===== config.mk =====
export PLATFORM = sky130hd
export DESIGN_NAME = pc_fetch_unit_flat
export DESIGN_NICKNAME = d
export VERILOG_FILES = /design/src/rtl/riscv_fetch_pkg.sv /design/src/rtl/pc_fetch_unit_if.sv /design/src/rtl/branch_cond_eval.sv /design/src/rtl/pc_fetch_unit.sv /design/src/flat_wrapper.sv
export SDC_FILE = /design/constraint.sdc
export NUM_CORES = 1
export LEC_CHECK = 0
export CORE_ASPECT_RATIO = 1.75
export CORE_MARGIN = 8
export CORE_UTILIZATION = 50
export CTS_CLUSTER_DIAMETER = 100
export DETAILED_ROUTE_END_ITERATION = 7
export HOLD_SLACK_MARGIN = 0.15
export PLACE_DENSITY = 0.81
export SLEW_MARGIN = 20
export SYNTH_ARGS = -nofsm -noshare
export SYNTH_HDL_FRONTEND = slang
export SYNTH_HIERARCHICAL = 1
export SYNTH_SLANG_ARGS = --single-unit

===== constraint.sdc =====
create_clock -name clk -period 3.6 [get_ports clk]
set_input_delay 0.36 -clock clk [delete_from_list [all_inputs] [get_ports clk]]
set_output_delay 0.36 -clock clk [all_outputs]
set_load 0.02 [all_outputs]

===== src/rtl/riscv_fetch_pkg.sv =====
// Shared definitions for the PC / instruction-fetch stage.
//   - PCSEL encodings    : next-PC source chosen by the decoder
//   - BCOND encodings    : branch funct3 values
//   - fetch_state_e      : fetch FSM states
//   - NOP_INSTR          : instruction presented before the first fetch
//   - word_misaligned()  : true when a target is not on a 4-byte boundary
package riscv_fetch_pkg;

    localparam logic [31:0] NOP_INSTR = 32'h0000_0013;   // addi x0, x0, 0

    localparam logic [1:0] PCSEL_SEQ    = 2'b00;
    localparam logic [1:0] PCSEL_BRANCH = 2'b01;
    localparam logic [1:0] PCSEL_JAL    = 2'b10;
    localparam logic [1:0] PCSEL_JALR   = 2'b11;

    localparam logic [2:0] BCOND_BEQ  = 3'b000;
    localparam logic [2:0] BCOND_BNE  = 3'b001;
    localparam logic [2:0] BCOND_BLT  = 3'b100;
    localparam logic [2:0] BCOND_BGE  = 3'b101;
    localparam logic [2:0] BCOND_BLTU = 3'b110;
    localparam logic [2:0] BCOND_BGEU = 3'b111;

    typedef enum logic [2:0] {
        ST_RST  = 3'd0,
        ST_REQ  = 3'd1,
        ST_WAIT = 3'd2,
        ST_HOLD = 3'd3,
        ST_HALT = 3'd4
    } fetch_state_e;

    function automatic logic word_misaligned(input logic [1:0] addr_lsbs);
        return addr_lsbs != 2'b00;
    endfunction

endpackage


===== src/rtl/pc_fetch_unit_if.sv =====
// Instruction-memory request/response bus between the fetch stage and memory.
//   imem_req_valid  : fetch request valid          (fetch -> mem)
//   imem_addr       : fetch address                (fetch -> mem)
//   imem_req_ready  : memory accepts the request   (mem -> fetch)
//   imem_rsp_valid  : imem_rdata is valid          (mem -> fetch)
//   imem_rdata      : fetched instruction word     (mem -> fetch)
// master = fetch unit, slave = instruction memory.
interface pc_fetch_unit_if #(
    parameter int XLEN = 32
);
    logic            imem_req_valid;
    logic            imem_req_ready;
    logic [XLEN-1:0] imem_addr;
    logic            imem_rsp_valid;
    logic [31:0]     imem_rdata;

    modport master (
        output imem_req_valid,
        output imem_addr,
        input  imem_req_ready,
        input  imem_rsp_valid,
        input  imem_rdata
    );

    modport slave (
        input  imem_req_valid,
        input  imem_addr,
        output imem_req_ready,
        output imem_rsp_valid,
        output imem_rdata
    );
endinterface


===== src/rtl/branch_cond_eval.sv =====
// Combinational branch-condition evaluator.
//   BCOND      : branch funct3
//   V,C,N,Z,L  : flags from the RS1 - RS2 compare (C = carry-out of
//                RS1 + ~RS2 + 1, L = signed less-than)
//   taken      : branch condition holds
module branch_cond_eval
    import riscv_fetch_pkg::*;
(
    input  logic [2:0] BCOND,
    input  logic       V,
    input  logic       C,
    input  logic       N,
    input  logic       Z,
    input  logic       L,
    output logic       taken
);
    // Signed compare is already resolved into L by the datapath, so V and N
    // are not needed here; they stay on the port for the pipelined core.
    logic unused_flags;
    assign unused_flags = V ^ N;

    always_comb begin
        taken = 1'b0;
        case (BCOND)
            BCOND_BEQ:  taken = Z;
            BCOND_BNE:  taken = ~Z;
            BCOND_BLT:  taken = L;
            BCOND_BGE:  taken = ~L;
            BCOND_BLTU: taken = ~C;     // no carry -> borrow -> RS1 < RS2 unsigned
            BCOND_BGEU: taken = C;
            default:    taken = 1'b0;   // 010 / 011 are not branch encodings
        endcase
    end
endmodule


===== src/rtl/pc_fetch_unit.sv =====
// Program counter and instruction-fetch stage of the single-cycle core.
// Fetches one instruction at a time over the imem bus, holds it for the
// datapath until acknowledged, then selects the next PC (sequential, branch,
// JAL, JALR). A misaligned target latches misalign and halts fetching until
// reset.
//   clk, reset      : clock, asynchronous active-high reset
//   imem            : instruction-memory bus (master side)
//   instr_valid     : instr/pc_out hold a live instruction
//   instr, pc_out   : current instruction and its PC
//   pc_plus4        : pc_out + 4 (link value)
//   instr_ack       : datapath commits instr this cycle
//   PCSEL, BCOND    : next-PC select and branch funct3
//   IMM, RS1_out    : immediate and rs1 value for target computation
//   V,C,N,Z,L       : compare flags from the datapath
//   misalign        : sticky, a taken target was not word-aligned
module pc_fetch_unit
    import riscv_fetch_pkg::*;
#(
    parameter int              XLEN     = 32,
    parameter logic [XLEN-1:0] RESET_PC = '0
) (
    input  logic                  clk,
    input  logic                  reset,
    pc_fetch_unit_if.master       imem,
    output logic                  instr_valid,
    output logic [31:0]           instr,
    output logic [XLEN-1:0]       pc_out,
    output logic [XLEN-1:0]       pc_plus4,
    input  logic                  instr_ack,
    input  logic [1:0]            PCSEL,
    input  logic [2:0]            BCOND,
    input  logic [XLEN-1:0]       IMM,
    input  logic [XLEN-1:0]       RS1_out,
    input  logic                  V,
    input  logic                  C,
    input  logic                  N,
    input  logic                  Z,
    input  logic                  L,
    output logic                  misalign
);
    fetch_state_e    state_reg, state_next;
    logic [XLEN-1:0] pc_reg;
    logic [XLEN-1:0] pc_out_reg;
    logic [31:0]     instr_reg;
    logic            misalign_reg;

    logic            branch_taken;
    logic [XLEN-1:0] next_pc;
    logic            target_misaligned;
    logic            capture;
    logic            hold_ack;
    logic            req_valid_c;
    logic            instr_valid_c;

    branch_cond_eval u_branch_cond_eval (
        .BCOND (BCOND),
        .V     (V),
        .C     (C),
        .N     (N),
        .Z     (Z),
        .L     (L),
        .taken (branch_taken)
    );

    // Next-PC selection; all sums wrap modulo 2^XLEN.
    always_comb begin
        next_pc = pc_reg + XLEN'(4);
        case (PCSEL)
            PCSEL_SEQ:    next_pc = pc_reg + XLEN'(4);
            PCSEL_BRANCH: next_pc = branch_taken ? (pc_reg + IMM) : (pc_reg + XLEN'(4));
            PCSEL_JAL:    next_pc = pc_reg + IMM;
            PCSEL_JALR:   next_pc = (RS1_out + IMM) & {{(XLEN-1){1'b1}}, 1'b0};
            default:      next_pc = pc_reg + XLEN'(4);
        endcase
    end

    assign target_misaligned = word_misaligned(next_pc[1:0]);
    assign capture           = (state_reg == ST_WAIT) && imem.imem_rsp_valid;
    assign hold_ack          = (state_reg == ST_HOLD) && instr_ack;

    // FSM: state register
    always_ff @(posedge clk or posedge reset) begin
        if (reset) begin
            state_reg <= ST_RST;
        end else begin
            state_reg <= state_next;
        end
    end

    // FSM: next-state logic
    always_comb begin
        state_next = state_reg;
        case (state_reg)
            ST_RST:  state_next = ST_REQ;
            ST_REQ:  if (imem.imem_req_ready) state_next = ST_WAIT;
            ST_WAIT: if (imem.imem_rsp_valid) state_next = ST_HOLD;
            ST_HOLD: if (instr_ack) state_next = target_misaligned ? ST_HALT : ST_REQ;
            ST_HALT: state_next = ST_HALT;
            default: state_next = ST_RST;
        endcase
    end

    // FSM: outputs
    always_comb begin
        req_valid_c   = 1'b0;
        instr_valid_c = 1'b0;
        case (state_reg)
            ST_REQ:  req_valid_c   = 1'b1;
            ST_HOLD: instr_valid_c = 1'b1;
            default: ;
        endcase
    end

    // PC, instruction register and sticky misalign flag. The PC is left
    // untouched on a misaligned target so imem_addr shows the faulting
    // instruction's address while halted.
    always_ff @(posedge clk or posedge reset) begin
        if (reset) begin
            pc_reg       <= RESET_PC;
            pc_out_reg   <= RESET_PC;
            instr_reg    <= NOP_INSTR;
            misalign_reg <= 1'b0;
        end else begin
            if (capture) begin
                instr_reg  <= imem.imem_rdata;
                pc_out_reg <= pc_reg;
            end
            if (hold_ack) begin
                if (target_misaligned) begin
                    misalign_reg <= 1'b1;
                end else begin
                    pc_reg <= next_pc;
                end
            end
        end
    end

    assign imem.imem_req_valid = req_valid_c;
    assign imem.imem_addr      = pc_reg;
    assign instr_valid         = instr_valid_c;
    assign instr               = instr_reg;
    assign pc_out              = pc_out_reg;
    assign pc_plus4            = pc_out_reg + XLEN'(4);
    assign misalign            = misalign_reg;
endmodule


===== src/flat_wrapper.sv =====
// flat-port wrapper written by rule: the top's interface ports become plain ports
module pc_fetch_unit_flat import riscv_fetch_pkg::*;
#(
    parameter int              XLEN     = 32,
    parameter logic [XLEN-1:0] RESET_PC = '0
)
  (clk, reset, instr_valid, instr, pc_out, pc_plus4, instr_ack, PCSEL, BCOND, IMM, RS1_out, V, C, N, Z, L, misalign, imem_imem_req_valid, imem_imem_addr, imem_imem_req_ready, imem_imem_rsp_valid, imem_imem_rdata);
  pc_fetch_unit_if #(.XLEN(XLEN)) imem_i ();
  input  logic clk;
  input  logic reset;
  output logic instr_valid;
  output logic [31:0] instr;
  output logic [XLEN-1:0] pc_out;
  output logic [XLEN-1:0] pc_plus4;
  input  logic instr_ack;
  input  logic [1:0] PCSEL;
  input  logic [2:0] BCOND;
  input  logic [XLEN-1:0] IMM;
  input  logic [XLEN-1:0] RS1_out;
  input  logic V;
  input  logic C;
  input  logic N;
  input  logic Z;
  input  logic L;
  output logic misalign;
  output wire logic [$bits(imem_i.imem_req_valid)-1:0] imem_imem_req_valid;
  output wire logic [$bits(imem_i.imem_addr)-1:0] imem_imem_addr;
  input wire logic [$bits(imem_i.imem_req_ready)-1:0] imem_imem_req_ready;
  input wire logic [$bits(imem_i.imem_rsp_valid)-1:0] imem_imem_rsp_valid;
  input wire logic [$bits(imem_i.imem_rdata)-1:0] imem_imem_rdata;
  assign imem_imem_req_valid = imem_i.imem_req_valid;
  assign imem_imem_addr = imem_i.imem_addr;
  assign imem_i.imem_req_ready = imem_imem_req_ready;
  assign imem_i.imem_rsp_valid = imem_imem_rsp_valid;
  assign imem_i.imem_rdata = imem_imem_rdata;
  pc_fetch_unit #(.XLEN(XLEN), .RESET_PC(RESET_PC)) u_core (.clk(clk), .reset(reset), .imem(imem_i), .instr_valid(instr_valid), .instr(instr), .pc_out(pc_out), .pc_plus4(pc_plus4), .instr_ack(instr_ack), .PCSEL(PCSEL), .BCOND(BCOND), .IMM(IMM), .RS1_out(RS1_out), .V(V), .C(C), .N(N), .Z(Z), .L(L), .misalign(misalign));
endmodule

==> qor.csv, run 1 <==
metric,value,unit
Total GRT Usage,0.253,
Int Pwr,4540,uW
Yosys cell types,88,
Placed Area,0.0115,mm^2
syn_area_per_cell,8.75,um^2
critical path launch point type,flop,
WP data arrival,3.08,ns
DRC viols,0,
first-pass GRT wire length,44500,um
clock skew,0.00735,ns
outcome,completed,
Worst Hold Launch,u_core/misalign$_DFFE_PP0P_,
number of synthesized register bits,100,
"Warnings, synthesis",6,
Worst Tran Pin Value,0.795,ns
Final Net Count,1410,
worst vdd ir,337,uV
initial antenna violation count,0,
ANT cells,0,
core box area,0.0173,mm^2
Seq pwr share,0.264,
die height,190,um
Root Driver,clkbuf_16,
synthesized area,0.00870,mm^2
"Clk pin slew, worst setup/hold paths",0.06,ns
global route overflow,0,
Post-CTS Resized,0,
Max Slew Vio Count,0,
syn_nets,1170,
WL/cell,19.5,um
hold path depth,1,
Final setup viols,0,
GP Congestion,0.922,
Area Growth Syn to Fin,35.1,%
post-route cell area,0.0118,mm^2
RSZ-0062 raised after global routing,no,
max incr delay on CP,0.63,ns
non-filler instance count after layout,1470,
worst min path class,reg -> reg,
WS Path Type,reg -> out,
Crit Reg-Reg Startpoint,u_core/imem.imem_addr[14]$_DFFE_PP0P_,
Routed WL,28700,um
DRT Pass-1 Iters,5,
post-CTS setup repair buffer count,0,
"Seq/Total Area, Yosys",0.288,
Hold EP,u_core/misalign$_DFFE_PP0P_,
post-DP HPWL,23200,um
Post-CTS Hold Buffers,0,
pin count of the biggest net entering global routing,63,
Die ar.,0.0220,mm^2
r2r endpoint,u_core/imem.imem_addr[29]$_DFFE_PP0P_,
Clk pwr share,0.111,
floorplan row count,64,
DR iter-0 viols,645,
Sw Pwr,3740,uW
max cap viols,0,
"Hold Violations, Final",0,
Top delay family on crit path,simple AND/OR/NAND/NOR gates,
CTS tree,built,
ANT nets after route,0,
Rel. slew slack,0.470,
CP Data Required Time,3.24,ns
Critical Path End Type,output port,
Post-synth ARST share,1.00,
Port Buffers,239,
FF-to-FF setup slack,0.45,ns
DIE WIDTH,116,um
Max Fclk,0.291,GHz
H-tree levels,3,
Worst R2R Path Depth,10,
Power Dens Cells,705,mW/mm^2
CP max FO,6,
leakage,0.00483,uW
WP buf/inv,2,
Clock Tree Buf Depth,2,
part of the power in combinational logic,0.625,
TNS Setup,0,ns
drt via density,5.99,
Final min period,3.44,ns
Switching Fraction,0.451,
top_reg_cell synth,dfrtp_1,
"most used cell, CP",and3_1,
DP Cell Count,1454,
number of I/O pins,242,
number of synthesized flops with an enable pin,0,
Critical-path top delay cell,clkdlybuf4s50_1,
Initial Util,0.503,
total power,8280,uW
Worst-Skew Late Latency,0.34,ns
Final Cycle Share,0.955,
layout cell share with drive strength beyond 1,0.124,
Util after Layout,0.679,
via count,8808,
TritonCTS buffer count,9,
Post-Syn Instances,994,
CTS sink count,100,
vias in the first global route,8547,
CP Cell Sequence,and3_1 > and3_1 > nand4_1 > nor3_1 > buf_4 > and3_1 > nand3_1 > xnor2_1 > clkdlybuf4s50_1,
-- synth_stat cells, drive strengths merged (26+ instances only) --
master	count	area, um^2
ha	63	788
nor2	71	269
dfrtp	97	2430
nand2	87	334
mux2	64	724
clkbuf	28	106
a21oi	78	405
o21ai	72	368
nor3	29	155
xnor2	57	499
nand3	46	230
inv	26	97.6
-- placed cells by master, fill, tap and decap left out, types with 25 or more instances in the layout --
cell and instances:
clkdlybuf4s50_1 239, ha_1 63, dfrtp_1 97, buf_4 28
a21oi_1 74, nand2_1 84, o21ai_0 60, mux2_2 63
nor2_1 70, xnor2_1 57, nand3_1 46, nor3_1 27
inv_1 25
-- power groups by stage --
stage	Clock, uW	Combinational, uW	Sequential, uW
floorplan	0	2480	2640
global placement	0	5070	2170
detailed placement	0	5140	2200
CTS	938	5170	2180
global route	981	5510	2270
finish	917	5180	2180
-- worst max path at each step --
| stage | startpoint | endpoint | slack, ns | depth (start not counted) |
|---|---|---|---|---|
| after CTS | u_core/pc_out[4]$_DFFE_PP0P_ | pc_plus4[29] | 0.13 | 9 |
| after global routing | u_core/pc_out[10]$_DFFE_PP0P_ | pc_plus4[28] | 0.01 | 8 |
| after global placement | IMM[1] | u_core/imem.imem_addr[18]$_DFFE_PP0P_ | 0.16 | 12 |
| after floorplan | reset | u_core/imem.imem_addr[0]$_DFFE_PP0P_ | 0.63 | 1 |
| after detailed placement | IMM[1] | u_core/imem.imem_addr[18]$_DFFE_PP0P_ | 0.11 | 12 |
| final | u_core/pc_out[4]$_DFFE_PP0P_ | pc_plus4[29] | 0.16 | 9 |
-- area by class of cell --
type	count	area (um^2)
Multi-Input combinational cell	828	5930
Fill cell	1449	5550
Timing Repair Buffer	269	2640
Sequential cell	100	2510
Tap cell	231	289
Clock buffer	10	239
Inverter	26	100
Clock inverter	6	46.3
-- through the flow --
stage	hold slack, ns	setup slack [ns]
floorplan	0.454	0.626
global placement	0.461	0.164
detailed placement	0.466	0.112
CTS	0.481	0.129
global route	0.510	0.0114
finish	0.481	0.161
-- per-layer routing --
metal,track usage,part of all wire
met1,0.295,0.39
met2,0.454,0.52
met3,0.0276,0.053
met4,0.107,0.036
met5,0,0
-- cells by family (layout without fill, tap and decap cells) --
group | Yosys count | after routing | synth area share
simple gates | 326 | 326 | 0.188
flops | 100 | 100 | 0.288
fa+ha+maj | 65 | 65 | 0.0952
buf+inv | 66 | 311 | 0.0315
mux | 68 | 68 | 0.0879
compound gates | 289 | 289 | 0.229
xor+xnor | 80 | 80 | 0.0805
No activity file was read; power rests on OpenSTA's default activity.
==> run 2, diff against run 1 <==
--- a/config.mk
+++ b/config.mk
@@ -7,11 +7,12 @@
 export LEC_CHECK = 0
 export CORE_ASPECT_RATIO = 1.75
 export CORE_MARGIN = 8
-export CORE_UTILIZATION = 50
+export CORE_UTILIZATION = 51
+export CTS_BUF_LIST = sky130_fd_sc_hd__clkbuf_4
 export CTS_CLUSTER_DIAMETER = 100
 export DETAILED_ROUTE_END_ITERATION = 7
-export HOLD_SLACK_MARGIN = 0.15
-export PLACE_DENSITY = 0.81
+export HOLD_SLACK_MARGIN = 0.06
+export PLACE_DENSITY = 0.82
 export SLEW_MARGIN = 20
 export SYNTH_ARGS = -nofsm -noshare
 export SYNTH_HDL_FRONTEND = slang
==> run 2 against run 1 <==
  * Sequential power barely moved
  * Setup slack improved by 0.053 ns
  * Worst hold slack got worse by 0.19 ns
  * Clock skew rose by 0.020 ns
  * Flip-flop and latch count did not move
  * Final area fell by 1.4%
  * Routed wire length fell by 0.75%
  * Global-route usage rose by 0.55 points
  * Via count fell by 0.44%
==> qor.csv, run 2 (same netlist as run 1, synthesis figures left out) <==
metric,value,unit,change
WP data arrival,3.03,ns,-0.05 ns
Max Slew Vio Count,0,,unchanged
"most used cell, CP",and3_1,,
Area Growth Syn to Fin,33.2,%,
most frequent cells in the layout,"clkdlybuf4s50_1 (239), dfrtp_1 (97), nand2_1 (84)",,
TNS Setup,0,ns,unchanged
"commonest non-fill, non-tap cell in the layout",clkdlybuf4s50_1,,
outcome,completed,,
Final WS setup,0.215,ns,+0.0534 ns
"Hold Violations, Final",0,,unchanged
CTS tree,built,,
worst vdd ir,318,uV,-5.8%
CP max FO,6,,unchanged
DRC viols,0,,unchanged
CP Data Required Time,3.24,ns,about the same
WS Path Type,reg -> out,,
global route overflow,0,,unchanged
worst hold slack,0.291,ns,-0.190 ns
first-pass GRT wire length,45000,um,+1.1%
Port Buffers,239,,unchanged
initial antenna violation count,1,,+1
Routed WL,28500,um,-0.75%
Final Cycle Share,0.940,,-0.0148
Total GRT Usage,0.259,,+0.00553
"worst slack, placed",0.112,ns,+0.0000100 ns
post-DP HPWL,23300,um,+0.45%
max incr delay on CP,0.64,ns,about the same
die height,189,um,-0.90%
GP Congestion,0.931,,+0.90%
TritonCTS buffer count,9,,unchanged
layout cell share with drive strength beyond 1,0.123,,-0.00173
Critical-path top delay cell,clkdlybuf4s50_1,,
drt via density,6.01,,+0.24%
pin count of the biggest net entering global routing,58,,-7.9%
leakage,0.00476,uW,-1.5%
Die ar.,0.0217,mm^2,-1.7%
DR iter-0 viols,594,,-7.9%
Worst Tran Pin Value,0.764,ns,-0.0313 ns
filler instances,1462,,+0.90%
H-tree levels,3,,unchanged
"Clk pin slew, worst setup/hold paths",0.14,ns,+0.08 ns
worst min path class,in -> async,,
Max Fclk,0.295,GHz,+1.6%
vias in the first global route,8799,,+2.9%
critical path launch point type,flop,,
DIE WIDTH,115,um,-0.85%
CP Cell Sequence,and3_1 > and3_1 > nand4_1 > buf_4 > nor3_4 > and3_1 > nand3_1 > xnor2_1 > clkdlybuf4s50_1,,
DRT Pass-1 Iters,5,,unchanged
Rel. slew slack,0.477,,+0.00771
number of I/O pins,242,,unchanged
non-filler instance count after layout,1460,,-0.68%
RSZ-0062 raised after global routing,no,,
Initial Util,0.516,,+0.0128
clock skew,0.0276,ns,+0.0202 ns
floorplan row count,63,,-1.6%
max cap viols,0,,unchanged
WL/cell,19.5,um,about the same
ANT nets after route,0,,unchanged
core box area,0.0169,mm^2,-2.5%
Root Driver,clkbuf_4,,
Post-CTS Hold Buffers,0,,unchanged
Final min period,3.39,ns,-0.0534 ns
Clock Tree Buf Depth,2,,unchanged
Power Dens Cells,688,mW/mm^2,-2.3%
via count,8769,,-0.44%
Final Net Count,1403,,-0.50%
Final setup viols,0,,unchanged
DP Cell Count,1442,,-0.83%
total power,7970,uW,-3.7%
Critical Path End Type,output port,,
Worst-Skew Late Latency,0.46,ns,+0.12 ns
CTS sink count,100,,unchanged
## run 2: metal layers
metal / part of all wire / up-vias / track usage
li1: - / 4160 / -
met1: 0.38 / 4209 / 0.289
met2: 0.53 / 340 / 0.473
met3: 0.057 / 60 / 0.0279
met4: 0.037 / 0 / 0.123
met5: 0 / - / 0
## run 2: final timing paths
kind | start | slack (ns) | depth (start not counted) | end
max in group asynchronous | reset | 2.58 | 3 | u_core/imem.imem_addr[2]$_DFFE_PP0P_
min in group clk | imem_imem_req_ready | 0.49 | 3 | u_core/state_reg[1]$_DFFE_PP0P_
setup reg to reg | u_core/imem.imem_addr[14]$_DFFE_PP0P_ | 0.52 | 10 | u_core/imem.imem_addr[29]$_DFFE_PP0P_
hold reg to reg | u_core/misalign$_DFFE_PP0P_ | 0.50 | 1 | u_core/misalign$_DFFE_PP0P_
hold / removal | reset | 0.29 | 2 | u_core/instr[12]$_DFFE_PP0P_
setup / recovery | u_core/pc_out[4]$_DFFE_PP0P_ | 0.21 | 9 | pc_plus4[29]
## run 2: final cells by class
| type | instances | area, um^2 | area share |
|---|---|---|---|
| Timing Repair Buffer | 262 | 2580 | 0.222 |
| Antenna cell | 1 | 2.50 | 0.000216 |
| Inverter | 26 | 100 | 0.00864 |
| Tap cell | 227 | 284 | 0.0245 |
| Multi-Input combinational cell | 828 | 5950 | 0.514 |
| Clock inverter | 5 | 77.6 | 0.00670 |
| Sequential cell | 100 | 2510 | 0.216 |
| Clock buffer | 11 | 82.6 | 0.00713 |
## run 2: what timing repair did
action / in CTS / in global routing
endpoints found under the setup margin: 4 / 5
pin swaps: 1 / 0
buffers inserted: 0 / 1
gates resized for setup: 3 / 2
## run 2: power by group
part,switching [uW],internal [uW],total (uW),leakage (uW)
logic,2690,2410,5100,0.00343
clock network,359,296,654,0.0000868
registers,616,1600,2210,0.00125
total,3670,4310,7970,0.00476
## run 2: critical path: cells and delay by family (launching register included)
| family | cells | cell delay (ns) |
|---|---|---|
| simple gates | 6 | 1.12 |
| buf+inv | 2 | 0.82 |
| flops | 1 | 0.47 |
| xor+xnor | 1 | 0.16 |
## run 2: metrics by stage
step / area [um^2] / utilization
after floorplan: 8700 / -
after global placement: 11400 / 0.675
after detailed placement: 11400 / 0.675
after CTS: 11600 / 0.686
after global routing: 11600 / 0.687
final: 11600 / 0.687
==> run 3, diff against run 2 <==
--- a/config.mk
+++ b/config.mk
@@ -7,12 +7,12 @@
 export LEC_CHECK = 0
 export CORE_ASPECT_RATIO = 1.75
 export CORE_MARGIN = 8
-export CORE_UTILIZATION = 51
+export CORE_UTILIZATION = 54
 export CTS_BUF_LIST = sky130_fd_sc_hd__clkbuf_4
 export CTS_CLUSTER_DIAMETER = 100
 export DETAILED_ROUTE_END_ITERATION = 7
 export HOLD_SLACK_MARGIN = 0.06
-export PLACE_DENSITY = 0.82
+export PLACE_DENSITY = 0.87
 export SLEW_MARGIN = 20
 export SYNTH_ARGS = -nofsm -noshare
 export SYNTH_HDL_FRONTEND = slang
==> constraint.sdc (replaced) <==
create_clock -name clk -period 3.9 [get_ports clk]
set_input_delay 0.39 -clock clk [delete_from_list [all_inputs] [get_ports clk]]
set_output_delay 0.39 -clock clk [all_outputs]
set_load 0.02 [all_outputs]
==> run 3 against run 2 <==
  * Global-route usage grew 0.12 points
  * Total power is 10% lower
  * Routed wire length fell by 2.6%
  * Critical path depth fell by 1
  * Via count is 0.36% higher
  * First-iteration DRC count rose by 5.7%
  * Critical path type unchanged
==> qor.csv, run 3 (same netlist as run 1, synthesis figures left out) <==
metric,value,unit,change
outcome,completed,,
Root Driver,clkbuf_4,,
CP max FO,6,,unchanged
Routed WL,27800,um,-2.6%
r2r endpoint,u_core/imem.imem_addr[29]$_DFFE_PP0P_,,
Crit. Startpoint,u_core/pc_out[4]$_DFFE_PP0P_,,
worst vdd ir,293,uV,-7.7%
Post-CTS Hold Buffers,0,,unchanged
critical path launch point type,flop,,
post-DP HPWL,22700,um,-2.4%
global route overflow,0,,unchanged
initial antenna violation count,1,,unchanged
ANT nets after route,0,,unchanged
first-pass GRT wire length,43800,um,-2.8%
number of I/O pins,242,,unchanged
Worst-Skew Late Latency,0.44,ns,-0.02 ns
FF-to-FF setup slack,0.75,ns,+0.23 ns
WS Path Type,reg -> out,,
worst min path class,in -> async,,
TNS Setup,0,ns,unchanged
DRC viols,0,,unchanged
"commonest non-fill, non-tap cell in the layout",clkdlybuf4s50_1,,
Power Dens Cells,628,mW/mm^2,-8.7%
pin count of the biggest net entering global routing,59,,+1.7%
Initial Util,0.551,,+0.0349
clock skew,0.0268,ns,-0.000742 ns
Max Fclk,0.276,GHz,
Die ar.,0.0206,mm^2,-4.9%
floorplan row count,61,,-3.2%
DRT Pass-1 Iters,5,,unchanged
Clock Tree Buf Depth,2,,unchanged
DR iter-0 viols,628,,+5.7%
DP Cell Count,1401,,-2.8%
Worst R2R Path Depth,10,,unchanged
leakage,0.00469,uW,-1.5%
CTS tree,built,,
CTS sink count,100,,unchanged
H-tree levels,3,,unchanged
Crit Reg-Reg Startpoint,u_core/imem.imem_addr[15]$_DFFE_PP0P_,,
Worst Tran Pin Value,0.700,ns,-0.0642 ns
Area Growth Syn to Fin,31.4,%,
Rel. slew slack,0.521,,+0.0439
core box area,0.0158,mm^2,-6.3%
crit path to,pc_plus4[31],,
non-filler instance count after layout,1418,,-2.9%
via count,8801,,+0.36%
drt via density,6.21,,+3.3%
Final Cycle Share,0.928,,
CP Data Required Time,3.51,ns,+0.27 ns
Total GRT Usage,0.260,,+0.00121
vias in the first global route,8541,,-2.9%
Final Net Count,1399,,-0.29%
Port Buffers,239,,unchanged
most frequent cells in the layout,"clkdlybuf4s50_1 (239), dfrtp_1 (97), nand2_1 (84)",,
WP data arrival,3.23,ns,+0.20 ns
DIE WIDTH,112,um,-2.4%
Critical Path End Type,output port,,
WL/cell,19.6,um,+0.29%
Final min period,3.62,ns,
"Clk pin slew, worst setup/hold paths",0.16,ns,+0.02 ns
die height,184,um,-2.6%
Max Slew Vio Count,0,,unchanged
Final setup viols,0,,unchanged
"Hold Violations, Final",0,,unchanged
TritonCTS buffer count,9,,unchanged
layout cell share with drive strength beyond 1,0.116,,-0.00693
max cap viols,0,,unchanged
GP Congestion,0.930,,-0.12%
RSZ-0062 raised after global routing,no,,
## run 3: power breakdown
group | internal (uW) | switching (uW) | total, uW | leakage [uW]
logic | 2200 | 2420 | 4620 | 0.00339
registers | 1470 | 605 | 2080 | 0.00125
clock network | 138 | 340 | 478 | 0.0000581
total | 3820 | 3360 | 7180 | 0.00469
## run 3: stage by stage
step | hold WS [ns] | setup slack [ns] | utilization | area (um^2) | power, uW
detailed placement | 0.476 | 0.318 | 0.716 | 11300 | 6690
global placement | 0.463 | 0.439 | 0.716 | 11300 | 6580
global route | 0.458 | 0.0180 | 0.723 | 11400 | 7640
CTS | 0.400 | 0.107 | 0.723 | 11400 | 7180
finish | 0.414 | 0.282 | 0.723 | 11400 | 7180
floorplan | 0.454 | 0.896 | - | 8700 | 4730
## run 3: what timing repair did
action | in CTS | in global routing
gates resized for setup | 0 | 1
buffers inserted | 0 | 0
setup endpoints to repair | 0 | 3
## run 3: critical path, stage by stage (launching register included)
cell	delay, ns
dfrtp_1	0.49
and3_1	0.24
and3_1	0.21
nand4_1	0.29
nor3_2	0.39
and3_1	0.28
nand3_1	0.11
xnor2_1	0.16
clkdlybuf4s50_1	0.63
## run 3: metal layers
layer  vias to the layer above  part of all wire  global-route usage
met5                         -                 0                   0
met4                         0             0.038               0.124
met3                        72             0.055              0.0289
met2                       412              0.52               0.468
met1                      4160              0.39               0.301
li1                       4157                 -                   -
## run 3: how the worst min path moves through the flow
| stage | slack (ns) | start | endpoint | cells past startpoint |
|---|---|---|---|---|
| 5_1_grt | 0.46 | reset | u_core/pc_out[16]$_DFFE_PP0P_ | 2 |
| 3_5_place_dp | 0.48 | u_core/misalign$_DFFE_PP0P_ | u_core/misalign$_DFFE_PP0P_ | 1 |
| 4_1_cts | 0.40 | reset | u_core/instr[19]$_DFFE_PP0P_ | 2 |
| 6_report | 0.41 | reset | u_core/instr[19]$_DFFE_PP0P_ | 2 |
| 3_3_place_gp | 0.46 | u_core/misalign$_DFFE_PP0P_ | u_core/misalign$_DFFE_PP0P_ | 1 |
| 2_1_floorplan | 0.45 | u_core/state_reg[2]$_DFFE_PP0P_ | u_core/state_reg[1]$_DFFE_PP0P_ | 1 |
## run 3: area by class of cell
cell class              instances  area [um^2]
clock buffers                  10         75.1
repair buffers                258         2530
inverters                      26          100
fillers                      1220         4370
flip-flops and latches        100         2510
clock inverters                 6         40.0
diodes                          1         2.50
well taps                     189          236
multi-input cells             828         5930
==> RTL change (config.mk and constraints of run 2) <==
`XLEN` is set to 32 in 3 places; all go to 16.
--- a/src/rtl/pc_fetch_unit_if.sv
+++ b/src/rtl/pc_fetch_unit_if.sv
@@ -8,3 +8,3 @@
 interface pc_fetch_unit_if #(
-    parameter int XLEN = 32
+    parameter int XLEN = 16
 );
--- a/src/rtl/pc_fetch_unit.sv
+++ b/src/rtl/pc_fetch_unit.sv
@@ -18,3 +18,3 @@
 #(
-    parameter int              XLEN     = 32,
+    parameter int              XLEN     = 16,
     parameter logic [XLEN-1:0] RESET_PC = '0
--- a/src/flat_wrapper.sv
+++ b/src/flat_wrapper.sv
@@ -3,3 +3,3 @@
 #(
-    parameter int              XLEN     = 32,
+    parameter int              XLEN     = 16,
     parameter logic [XLEN-1:0] RESET_PC = '0
Ports: changed (5 resized); port bits go from 242 to 162. The function was not compared with the original's and may differ.
==> RTL change against run 2 <==
  * Combinational power shrank 38%
  * First-iteration DRC count shrank 69%
  * Setup slack gained 0.57 ns
  * Sequential cell count shrank 32
  * Register-to-register slack gained 0.44 ns
  * Synthesized cell count shrank 52%
  * Wire length shrank 52%
  * Area after synthesis shrank 46%
  * Total power shrank 36%
  * Maximum frequency grew 20%
  * Cell area shrank 44%
  * Die area shrank 42%
  * Via count shrank 50%
  * Largest cell class unchanged
==> RTL change: results (changes against run 2) <==
Adder-cell area share of the yosys netlist: 0.09135 (was 0.09521)
DP Cell Count: 745 (was 1,442)
DP Wirelength: 11,240 um (was 23,250 um)
Syn_nets: 587 (was 1,170)
Hold buffers post-CTS: 0 (unchanged)
Top post-synthesis cells by area: dfrtp_1 (35%), mux2_2 (11%), ha_1 (8.3%), xnor2_1 (5.2%), a21oi_1 (3.7%) (was dfrtp_1 (28%), ha_1 (9.1%), mux2_2 (8.2%), xnor2_1 (5.7%), a21oi_1 (4.3%))
Vias in the first global route: 4,460 (was 8,799)
Routed via count: 4,342 (was 8,769)
GPL Wtd Cong: 0.8941 (was 0.9306)
Lkg Pwr: 0.002719 uW (was 0.004761 uW)
Largest stage delay, worst path: 0.62 ns (was 0.64 ns)
Post-synthesis compound-gate area fraction: 0.1835 (was 0.2285)
Clk Latency, worst-skew pair: 0.41 ns (was 0.46 ns)
Worst Skew: 0.01115 ns (was 0.02756 ns)
Clock-pin slew on the worst setup and hold paths: 0.11 ns (was 0.14 ns)
First-pass GRT wire length: 21,650 um (was 45,020 um)
Mux cell area share after synthesis: 0.1181 (was 0.08788)
Drt total wl: 13,720 um (was 28,510 um)
Synth Instances: 475 (was 994)
Port Buffers: 159 (was 239)
DP Area: 6395 um2 (was 11,390 um2)
Fill cell count: 687 (was 1,462)
Initial DRT Pass Iterations: 4 (was 5)
Layout cells sized above 1: 0.1373 (was 0.1226)
Synth top cells by count: dfrtp_1 (65), mux2_2 (47), a21oi_1 (35) (was dfrtp_1 (97), nand2_1 (84), a21oi_1 (74))
Async SR Flop Fraction: 1.000 (unchanged)
Synth Area in XOR/XNOR: 0.07666 (was 0.08054)
Arrival @ worst endpoint: 2.46 ns (was 3.03 ns)
Outcome: finished clean (unchanged)
Post-synthesis sequential area ratio: 0.3640 (was 0.2881)
Worst vdd ir: 0.0003739 V (was 0.0003177 V)
Yosys cell types: 69 (was 88)
Routed wire per std cell: 18.00 um (was 19.53 um)
Slew @ Worst Pin: 0.9205 ns (was 0.7641 ns)
Iter 0 DRT Violations: 186 (was 594)
Post-CTS resize count: 0 (was 3)
Largest net degree at the start of global routing: 48 (was 58)
GRT Util Overall: 0.2178 (was 0.2588)
## RTL change: cell type report
cell class                 count  area, um2  area share
antenna                        1      2.502   0.0003831
clock buffer                  11      82.58     0.01264
clock inverter                 5      52.55    0.008044
inverter                      13      48.80    0.007470
multi-input combinational    380       2861      0.4380
sequential                    68       1705      0.2611
tap                          120      150.1     0.02298
timing repair buffer         164       1629      0.2494
## RTL change: logic make-up (layout without fill, tap and decap cells)
logic type,count (synthesis),count (layout)
xor+xnor,41,41
compound gates,130,130
other cells,0,1
flops,68,68
fa+ha+maj,33,33
mux,49,49
simple gates,127,127
buf+inv,27,193
## RTL change: through the flow
step / setup slack [ns] / hold WS (ns)
floorplan: 1.251 / 0.4793
global placement: 0.4497 / 0.4563
detailed placement: 0.4068 / 0.4950
CTS: 0.7269 / 0.4658
global route: 0.6187 / 0.5326
finish: 0.7812 / 0.4546
## RTL change: where the power goes
group	switching [uW]	total [uW]	internal [uW]	leakage, uW
clock	253	477	224	0.0000766
sequential	377	1500	1130	0.000816
combinational	1570	3160	1580	0.00183
## RTL change: path summary, 6_finish.rpt
check / from / end / slack [ns] / cells past startpoint
min in group clk: u_core/misalign / u_core/misalign / 0.51 / 1
max reg2reg: u_core/imem.imem_addr[0] / u_core/imem.imem_addr[12] / 0.96 / 10
min reg2reg: u_core/misalign / u_core/misalign / 0.51 / 1
max in group asynchronous: reset / u_core/instr[1] / 2.24 / 3
min: reset / u_core/instr[18] / 0.45 / 2
max: u_core/pc_out[4] / pc_plus4[15] / 0.78 / 6
## RTL change: per-layer routing
metal	up-vias	track usage	wire, um
met5	-	0	0
met4	0	0.1049	412
met3	22	0.03282	735
met2	153	0.4041	7343
met1	2084	0.2263	5228
li1	2083	-	-
